[src/rtl/dw_weight_cache_pp.sv]
// Ping-pong depthwise weight cache: the loader fills one bank while the other
// bank streams its K*K taps, REPEAT times, to the MAC array.
module dw_weight_cache_pp #(
  parameter int UNIT_NUM = 16,
  parameter int DATA_W   = 8,
  parameter int K        = 3,
  parameter int IDX_W    = 4,
  parameter int ADDR_W   = 19,
  parameter int CNT_W    = 18,
  localparam int LANE_W  = UNIT_NUM * DATA_W
) (
  input  logic              clk,
  input  logic              rst_n,
  input  logic              flush,
  input  logic              load_start,
  input  logic [ADDR_W-1:0] base_addr,
  output logic              load_done,
  output logic              load_err,
  output logic              ldr_req,
  input  logic              ldr_grant,
  output logic [ADDR_W-1:0] ldr_base_addr,
  output logic [CNT_W-1:0]  ldr_count,
  input  logic              ldr_valid,
  input  logic [LANE_W-1:0] ldr_data,
  input  logic              ldr_done_sig,
  input  logic              stream_start,
  input  logic [15:0]       repeat_num,
  output logic              w_valid,
  input  logic              w_ready,
  output logic [IDX_W-1:0]  w_idx,
  output logic [LANE_W-1:0] w_data,
  output logic              w_last,
  output logic [1:0]        bank_vld
);

  localparam int KK   = K * K;
  localparam int CW   = $clog2(KK + 1);
  localparam int MA_W = $clog2(KK);
  localparam logic [CW-1:0] KK_C  = CW'(KK);
  localparam logic [CW-1:0] KK1_C = CW'(KK - 1);

  localparam logic [1:0] L_IDLE = 2'd0;
  localparam logic [1:0] L_REQ  = 2'd1;
  localparam logic [1:0] L_RECV = 2'd2;
  localparam logic       S_IDLE = 1'b0;
  localparam logic       S_RUN  = 1'b1;

  logic [1:0]        l_state_q, l_state_d;
  logic              s_state_q, s_state_d;
  logic              wr_bank_q, wr_bank_d;
  logic              rd_bank_q, rd_bank_d;
  logic [1:0]        bank_vld_q, bank_vld_d;
  logic [CW-1:0]     recv_cnt_q, recv_cnt_d;
  logic [CW-1:0]     out_cnt_q, out_cnt_d;
  logic [15:0]       rep_left_q, rep_left_d;
  logic [ADDR_W-1:0] base_q, base_d;
  logic              load_done_q, load_done_d;
  logic              load_err_q, load_err_d;

  logic [LANE_W-1:0] mem_q [2][KK];

  logic          mem_we;
  logic          set_vld;
  logic          clr_vld;
  logic [CW-1:0] recv_inc;
  logic [CW-1:0] recv_fin;

  // Beat counter saturates so an over-long transfer still reads as != KK.
  assign recv_inc = (&recv_cnt_q) ? recv_cnt_q : recv_cnt_q + CW'(1);
  assign recv_fin = ldr_valid ? recv_inc : recv_cnt_q;

  always_comb begin
    l_state_d   = l_state_q;
    recv_cnt_d  = recv_cnt_q;
    base_d      = base_q;
    wr_bank_d   = wr_bank_q;
    load_done_d = 1'b0;
    load_err_d  = 1'b0;
    set_vld     = 1'b0;
    mem_we      = 1'b0;
    case (l_state_q)
      L_IDLE: begin
        if (load_start && !bank_vld_q[wr_bank_q]) begin
          base_d     = base_addr;
          recv_cnt_d = '0;
          l_state_d  = L_REQ;
        end
      end
      L_REQ: begin
        if (ldr_grant) l_state_d = L_RECV;
      end
      L_RECV: begin
        if (ldr_valid) begin
          recv_cnt_d = recv_inc;
          mem_we     = (recv_cnt_q < KK_C);
        end
        if (ldr_done_sig) begin
          l_state_d = L_IDLE;
          if (recv_fin == KK_C) begin
            load_done_d = 1'b1;
            set_vld     = 1'b1;
            wr_bank_d   = ~wr_bank_q;
          end else begin
            load_err_d = 1'b1;
          end
        end
      end
      default: l_state_d = L_IDLE;
    endcase
    if (flush) begin
      l_state_d   = L_IDLE;
      wr_bank_d   = 1'b0;
      load_done_d = 1'b0;
      load_err_d  = 1'b0;
      set_vld     = 1'b0;
      mem_we      = 1'b0;
    end
  end

  always_comb begin
    s_state_d  = s_state_q;
    out_cnt_d  = out_cnt_q;
    rep_left_d = rep_left_q;
    rd_bank_d  = rd_bank_q;
    clr_vld    = 1'b0;
    case (s_state_q)
      S_IDLE: begin
        if (stream_start && bank_vld_q[rd_bank_q]) begin
          s_state_d  = S_RUN;
          out_cnt_d  = '0;
          rep_left_d = (repeat_num == 16'd0) ? 16'd0 : repeat_num - 16'd1;
        end
      end
      default: begin
        if (w_ready) begin
          if (out_cnt_q == KK1_C) begin
            out_cnt_d = '0;
            if (rep_left_q == 16'd0) begin
              s_state_d = S_IDLE;
              clr_vld   = 1'b1;
              rd_bank_d = ~rd_bank_q;
            end else begin
              rep_left_d = rep_left_q - 16'd1;
            end
          end else begin
            out_cnt_d = out_cnt_q + CW'(1);
          end
        end
      end
    endcase
    if (flush) begin
      s_state_d = S_IDLE;
      rd_bank_d = 1'b0;
      clr_vld   = 1'b0;
    end
  end

  // Load and stream never target the same bank, so clear and set cannot collide.
  always_comb begin
    bank_vld_d = bank_vld_q;
    if (clr_vld) bank_vld_d[rd_bank_q] = 1'b0;
    if (set_vld) bank_vld_d[wr_bank_q] = 1'b1;
    if (flush)   bank_vld_d = 2'b00;
  end

  always_ff @(posedge clk or negedge rst_n) begin
    if (!rst_n) begin
      l_state_q   <= L_IDLE;
      s_state_q   <= S_IDLE;
      wr_bank_q   <= 1'b0;
      rd_bank_q   <= 1'b0;
      bank_vld_q  <= 2'b00;
      recv_cnt_q  <= '0;
      out_cnt_q   <= '0;
      rep_left_q  <= '0;
      base_q      <= '0;
      load_done_q <= 1'b0;
      load_err_q  <= 1'b0;
    end else begin
      l_state_q   <= l_state_d;
      s_state_q   <= s_state_d;
      wr_bank_q   <= wr_bank_d;
      rd_bank_q   <= rd_bank_d;
      bank_vld_q  <= bank_vld_d;
      recv_cnt_q  <= recv_cnt_d;
      out_cnt_q   <= out_cnt_d;
      rep_left_q  <= rep_left_d;
      base_q      <= base_d;
      load_done_q <= load_done_d;
      load_err_q  <= load_err_d;
    end
  end

  always_ff @(posedge clk) begin
    if (mem_we) mem_q[wr_bank_q][recv_cnt_q[MA_W-1:0]] <= ldr_data;
  end

  assign ldr_req       = (l_state_q == L_REQ);
  assign ldr_base_addr = base_q;
  assign ldr_count     = CNT_W'(KK);
  assign load_done     = load_done_q;
  assign load_err      = load_err_q;
  assign w_valid       = (s_state_q == S_RUN);
  assign w_idx         = IDX_W'(out_cnt_q);
  assign w_data        = w_valid ? mem_q[rd_bank_q][out_cnt_q[MA_W-1:0]] : '0;
  assign w_last        = w_valid && (out_cnt_q == KK1_C) && (rep_left_q == 16'd0);
  assign bank_vld      = bank_vld_q;

endmodule

[config.mk]
export PLATFORM = sky130hd
export DESIGN_NAME = dw_weight_cache_pp
export DESIGN_NICKNAME = d
export VERILOG_FILES = /design/src/rtl/dw_weight_cache_pp.sv
export SDC_FILE = /design/constraint.sdc
export NUM_CORES = 2
export LEC_CHECK = 0
export CAP_MARGIN = 0
export CORE_UTILIZATION = 33
export DETAILED_ROUTE_END_ITERATION = 16
export PLACE_DENSITY = 0.5
export REMOVE_ABC_BUFFERS = 1
export SYNTH_ARGS = -nofsm -noshare
export SYNTH_HDL_FRONTEND = slang
export SYNTH_SLANG_ARGS = --single-unit
[constraint.sdc]
create_clock -name clk -period 10.9 [get_ports clk]
set_clock_uncertainty 0.05 [all_clocks]
set_input_delay 1.09 -clock clk [delete_from_list [all_inputs] [get_ports clk]]
set_output_delay 1.09 -clock clk [all_outputs]
set_load 0.03 [all_outputs]
# --- Word level (Yosys, flattened, before mapping) ---
# Memory sizes are Yosys's and may differ from the RTL's.
# Cells that the tools add are included.
totals:
  reg_bits: 52
  ram_bits: 2304
  input_bits: 172
  out_inout_bits: 176
  word_cells: 139
  memories: 1
memory_table:
  columns: ["name", "words", "word_bits", "rd", "rd_clocked_by_memory_dff", "wr", "line", "source"]
  rows:
  - ["mem_q", 2, 1152, 1, 0, 1, "60", "logic [LANE_W-1:0] mem_q [2][KK];"]
classes:
  addsub: 4
  magnitude_cmp: 8
  eq_ne: 11
  muxes: 69
  bitwise: 7
  n_reduce_logical: 28
op_table:
  columns: ["op", "n"]
  rows:
  - ["2-to-1 mux 1152 bit", 1]
  - ["binary-select mux 128 bit (select 4 bit)", 1]
  - ["demux 128 bit (select 4 bit)", 1]
  - ["2-to-1 mux 128 bit", 4]
  - ["2-to-1 mux 16 bit", 6]
  - ["2-to-1 mux 1 bit", 38]
  - ["zero test 16 bit", 2]
  - ["subtractor 16 x 1 -> 16 bit, second input constant", 2]
  - ["2-to-1 mux 4 bit", 7]
  - ["nonzero test 2 bit", 9]
  - ["2-to-1 mux 2 bit", 7]
  - ["AND reduction 4 bit", 3]
  - [">= comparator 5 bit, second input constant", 2]
  - ["NOT 4 -> 5 bit", 2]
  - ["adder 4 x 1 -> 4 bit, second input constant", 2]
  - ["== test 4 bit, second input constant", 2]
  - ["case mux 4 bit (2 select lines)", 1]
  - ["logical AND 1 bit", 7]
  - ["inequality test 2 bit, second input constant", 3]
  - ["inequality test 3 bit, second input constant", 2]
  - ["case mux 2 bit (3 select lines)", 1]
  - ["AND reduction 2 bit", 3]
  - ["AND reduction 3 bit", 2]
  - ["less-than comparator 5 x 1 -> 1 bit, second input constant", 1]
  - ["14 further kinds", 18]

# --- Logic depth before layout (Yosys ltp) ---
depth:
  depth_word: 10
  depth_mapped: 10

# --- Worst setup path after synthesis ---
# OpenSTA, ideal clock, no wires.
synth_timing:
  kind: "input-to-reg"
  startpoint: "input port flush"
  endpoint: "memory mem_q[0][512] (netlist bit), enable pin"
  arrival_time_ns: 10.508
  slack_ns: -0.430
  path_stages: 4
  n_path_buf: 1
  path_cell_list: "clkbuf_8 > a211oi_1 > nand2_1 > nor3_1"
synth_via:
  elab_chain_len: 3
synth_rtl:
  columns: ["item", "line", "source"]
  rows:
  - ["start, declared", "14", "input logic flush,"]
  - ["2-to-1 mux 1 bit", "110", "if (flush) begin"]
  - ["2-to-1 mux 1 bit", "195", "if (mem_we) mem_q[wr_bank_q][recv_cnt_q[MA_W-1:0]] <= ldr_data;"]
  - ["2-to-1 mux 1152 bit (not written as such)", "195", null]
  - ["end, declared", "60", null]
# No other way between the ends.

# --- Worst setup path after layout ---
layout_timing:
  startpoint: "register out_cnt_q[0], in the netlist w_idx[0]"
  endpoint: "output port w_data[120]"
layout_via:
  elab_chain_len: 5
layout_rtl:
  columns: ["item", "line", "source"]
  rows:
  - ["start, declared", "54", "logic [CW-1:0] out_cnt_q, out_cnt_d;"]
  - ["start signal, assigned", "186", "out_cnt_q <= out_cnt_d;"]
  - ["NOT 4 -> 5 bit (not written as such)", "205", "assign w_data = w_valid ? mem_q[rd_bank_q][out_cnt_q[MA_W-1:0]] : '0;"]
  - ["binary-select mux 128 bit (select 4 bit)", "205", null]
  - ["2-to-1 mux 128 bit (not written as such) (2 in series)", "205", null]
  - ["2-to-1 mux 128 bit", "205", null]
  - ["end, declared", "31", "output logic [LANE_W-1:0] w_data,"]
# No other way between the ends. The select of a mux whose other input is x is not followed.

==> flow_summary.yaml <==
logic_synthesis:
  netlist_area_um2: 90800
  synthArstFlopShare_pct: 2.21
  ys.flop_type: "edfxtp_1"
  synth.most_common_cell: "edfxtp_1"
  synth.largest_area_cell: "edfxtp_1"
  synth_warnings: 0
  synth_edf_count: 2304
  syn_area_per_cell_um2: 21.4
  synth-seq-cells: 2356
  yosysUniqueCellTypes: 79
  yosysSeqAreaShare_pct: 77.6
  netlist_instances: 4236
  ys_top_cells_by_area: "edfxtp_1 (76%), mux4_2 (12%), mux2i_1 (3.6%), dfrtp_1 (1.4%), nand2_1 (0.92%)"
  synth_top_cell_area_share_pct: 76.2
  yosys-top-cells-count: "edfxtp_1 (2304), mux4_2 (495), mux2i_1 (326)"
critical_path:
  worst_setup_path_end_kind: "primary output"
  critPathMaxStageDelay_ps: 790
  arrival_ps: 5710
  cpLargestDelayFamily: "buffers and inverters"
  worst_ep_required_time_ps: 9760
  reg2reg_slack_ps: 6320
  path_buf_inv: 4
  crit_path_frequent_cell: "buf_4"
  cp_max_fo: 55
  crit_path_start_kind: "flip-flop"
  path_cells: "buf_4, buf_4, buf_4, mux4_2, mux2i_1, o22a_1, o21ai_0, clkdlybuf4s50_1"
  crit_slowest_cell: "clkdlybuf4s50_1"
  criticalPathCategory: "reg -> out"
placed_design:
  post-place-ws_ps: 4850
  port-buffer-count: 329
  place_congestion: 0.730
  place_inst: 8009
  dp_hpwl_um: 115000
clock_network:
  tritoncts: "built"
  ctsHtreeMaxLevel: 4
  hold_buffers: 0
  numCtsBuffers: 240
  clk_pin_slew_ps: 60
  cts_resized: 0
  post-cts-setup-buffers: 0
  clk_path_buf_depth: 3
  cts_root_buf: "clkbuf_16"
  clk_latency_ps: 880
  cts.sinks: 2356
die:
  rows: 192
  ios: 348
  die_w_um: 527
  coreArea_um2: 274000
  start_util_pct: 33.2
  die_h_um: 527
  die_area_um2: 277000
routing:
  drc_errors: 0
  avgViaCountPerCell: 5.13
  met1_length_um: 101000
  num_vias: 43400
  dr_wl_met3_um: 10700
  first_pass_iters: 5
  finalWirelength_um: 232000
  drt_iter0_drc: 3354
  ant_nets: 0
  routed-wl-met2_um: 116000
  dr.max_layer_used: "met5"
  wl_per_cell_um: 27.4
sta:
  worstMarginPinSlew_ps: 1290
  drv_slew: 0
  relSlewSlack_pct: 14.0
  fin_hold_ws_ps: 281
  setup_viol: 0
  layout_min_cycle_time_ps: 6850
  period_share_pct: 62.8
  hold_viol: 0
  finalSetupTns_ps: 0
  max_freq_mhz: 146
  rsz0062_at_grt: "false"
  finalWorstSetupSlack_ps: 4050
pwr:
  vdd_drop_max_v: 0.000162
  leakage_nw: 33.7
  finalPower_mw: 18.6
  power.density_nw_per_um2: 175
grt:
  grt-ovfl-total: 0
  grt_max_degree: 98
  antenna_found_initial: 25
  grt_pass1_wl_um: 333000
  grt_pass1_vias: 45900
  grt_util_all_layers_pct: 16.6
job:
  max_cap_violations: 0
final_layout:
  final_cells: 8467
  drive_above_1_share_pct: 20.3
  area_delta_synth_final_pct: 17.5
  fin_nets: 4846
min_path:
  hold_class: "in -> async"
status:
  status: "finished, final reports clean"
## report_power, final
part	internal (mW)	total (mW)	switching [mW]	leakage [nW]
clock	4.86	8.40	3.53	3.93
sequential	9.96	9.96	0.00762	21.4
combinational	0.0851	0.277	0.192	8.42
total	14.9	18.6	3.73	33.7
## kinds of logic after synthesis
logic type / count (synthesis) / synth area share, %
DFF: 2356 / 77.6
buffers and inverters: 261 / 1.33
other: 2 / 0.00827
and+or+nand+nor: 410 / 2.13
muxes: 824 / 15.9
adders and majority gates: 11 / 0.152
AOI/OAI and AO/OA: 361 / 2.76
xor gates and xnor gates: 11 / 0.106
## path summary, 6_finish.rpt
path / cells past startpoint / endpoint / start
max in group asynchronous: 2 / w_idx[2] / rst_n
worst min register to register: 2 / ldr_base_addr[8] / ldr_base_addr[8]
worst max register to register: 7 / mem_q[0][41] / l_state_q[1]
worst min-delay path: 2 / ldr_base_addr[15] / rst_n
worst max-delay path: 8 / w_data[120] / w_idx[0]
min in group clk: 2 / ldr_base_addr[8] / ldr_base_addr[8]
## area by class of cell
class                           instances  area, µm²
Inverter                               17       71.3
Sequential cell                      2356      70500
Multi-Input combinational cell       1635      19300
Timing Repair Buffer                  413       4160
Clock inverter                        174       1930
Tap cell                             3589       4490
Antenna cell                            5       12.5
Fill cell                           24400     167000
Clock buffer                          278       6190
## cells in the final DEF (no fill, tap or decap), drive strengths merged, types with 11 or more instances in the layout
cell type / n
o221ai: 21
a21oi: 41
nor3: 17
o22a: 82
conb: 18
dfrtp: 52
and3: 33
o31a: 30
clkinvlp: 12
clkbuf: 278
mux2i: 326
mux4: 495
bufinv: 33
ha: 11
edfxtp: 2304
clkdlybuf4s50: 328
buf: 85
inv: 24
nor2: 29
nand2: 222
clkinv: 122
o211ai: 19
nand3: 53
o21ai: 127
## flip-flops by register name, summed over array words and instances (netlist names)
register	flops
wr_bank_q	1
recv_cnt_q	4
mem_q	2304
l_state_q	2
load_done	1
w_idx	4
ldr_base_addr	19
load_err	1
w_valid	1
rd_bank_q	1
rep_left_q	16
bank_vld	2
## per-layer routing
layer  up-vias  GRT usage (%)
li1      18500              -
met1     23600           22.0
met2       939           28.3
met3       295           3.08
met4        22           3.69
met5         -              0
## metrics by stage
stage / util [%] / instance area [µm²]
6_report: 39.0 / 107000
5_1_grt: 39.0 / 107000
4_1_cts: 39.0 / 107000
3_5_place_dp: 36.0 / 98600
3_3_place_gp: 36.0 / 98600
2_1_floorplan: - / 89700
Note: power is estimated with default switching activity, not from simulation.
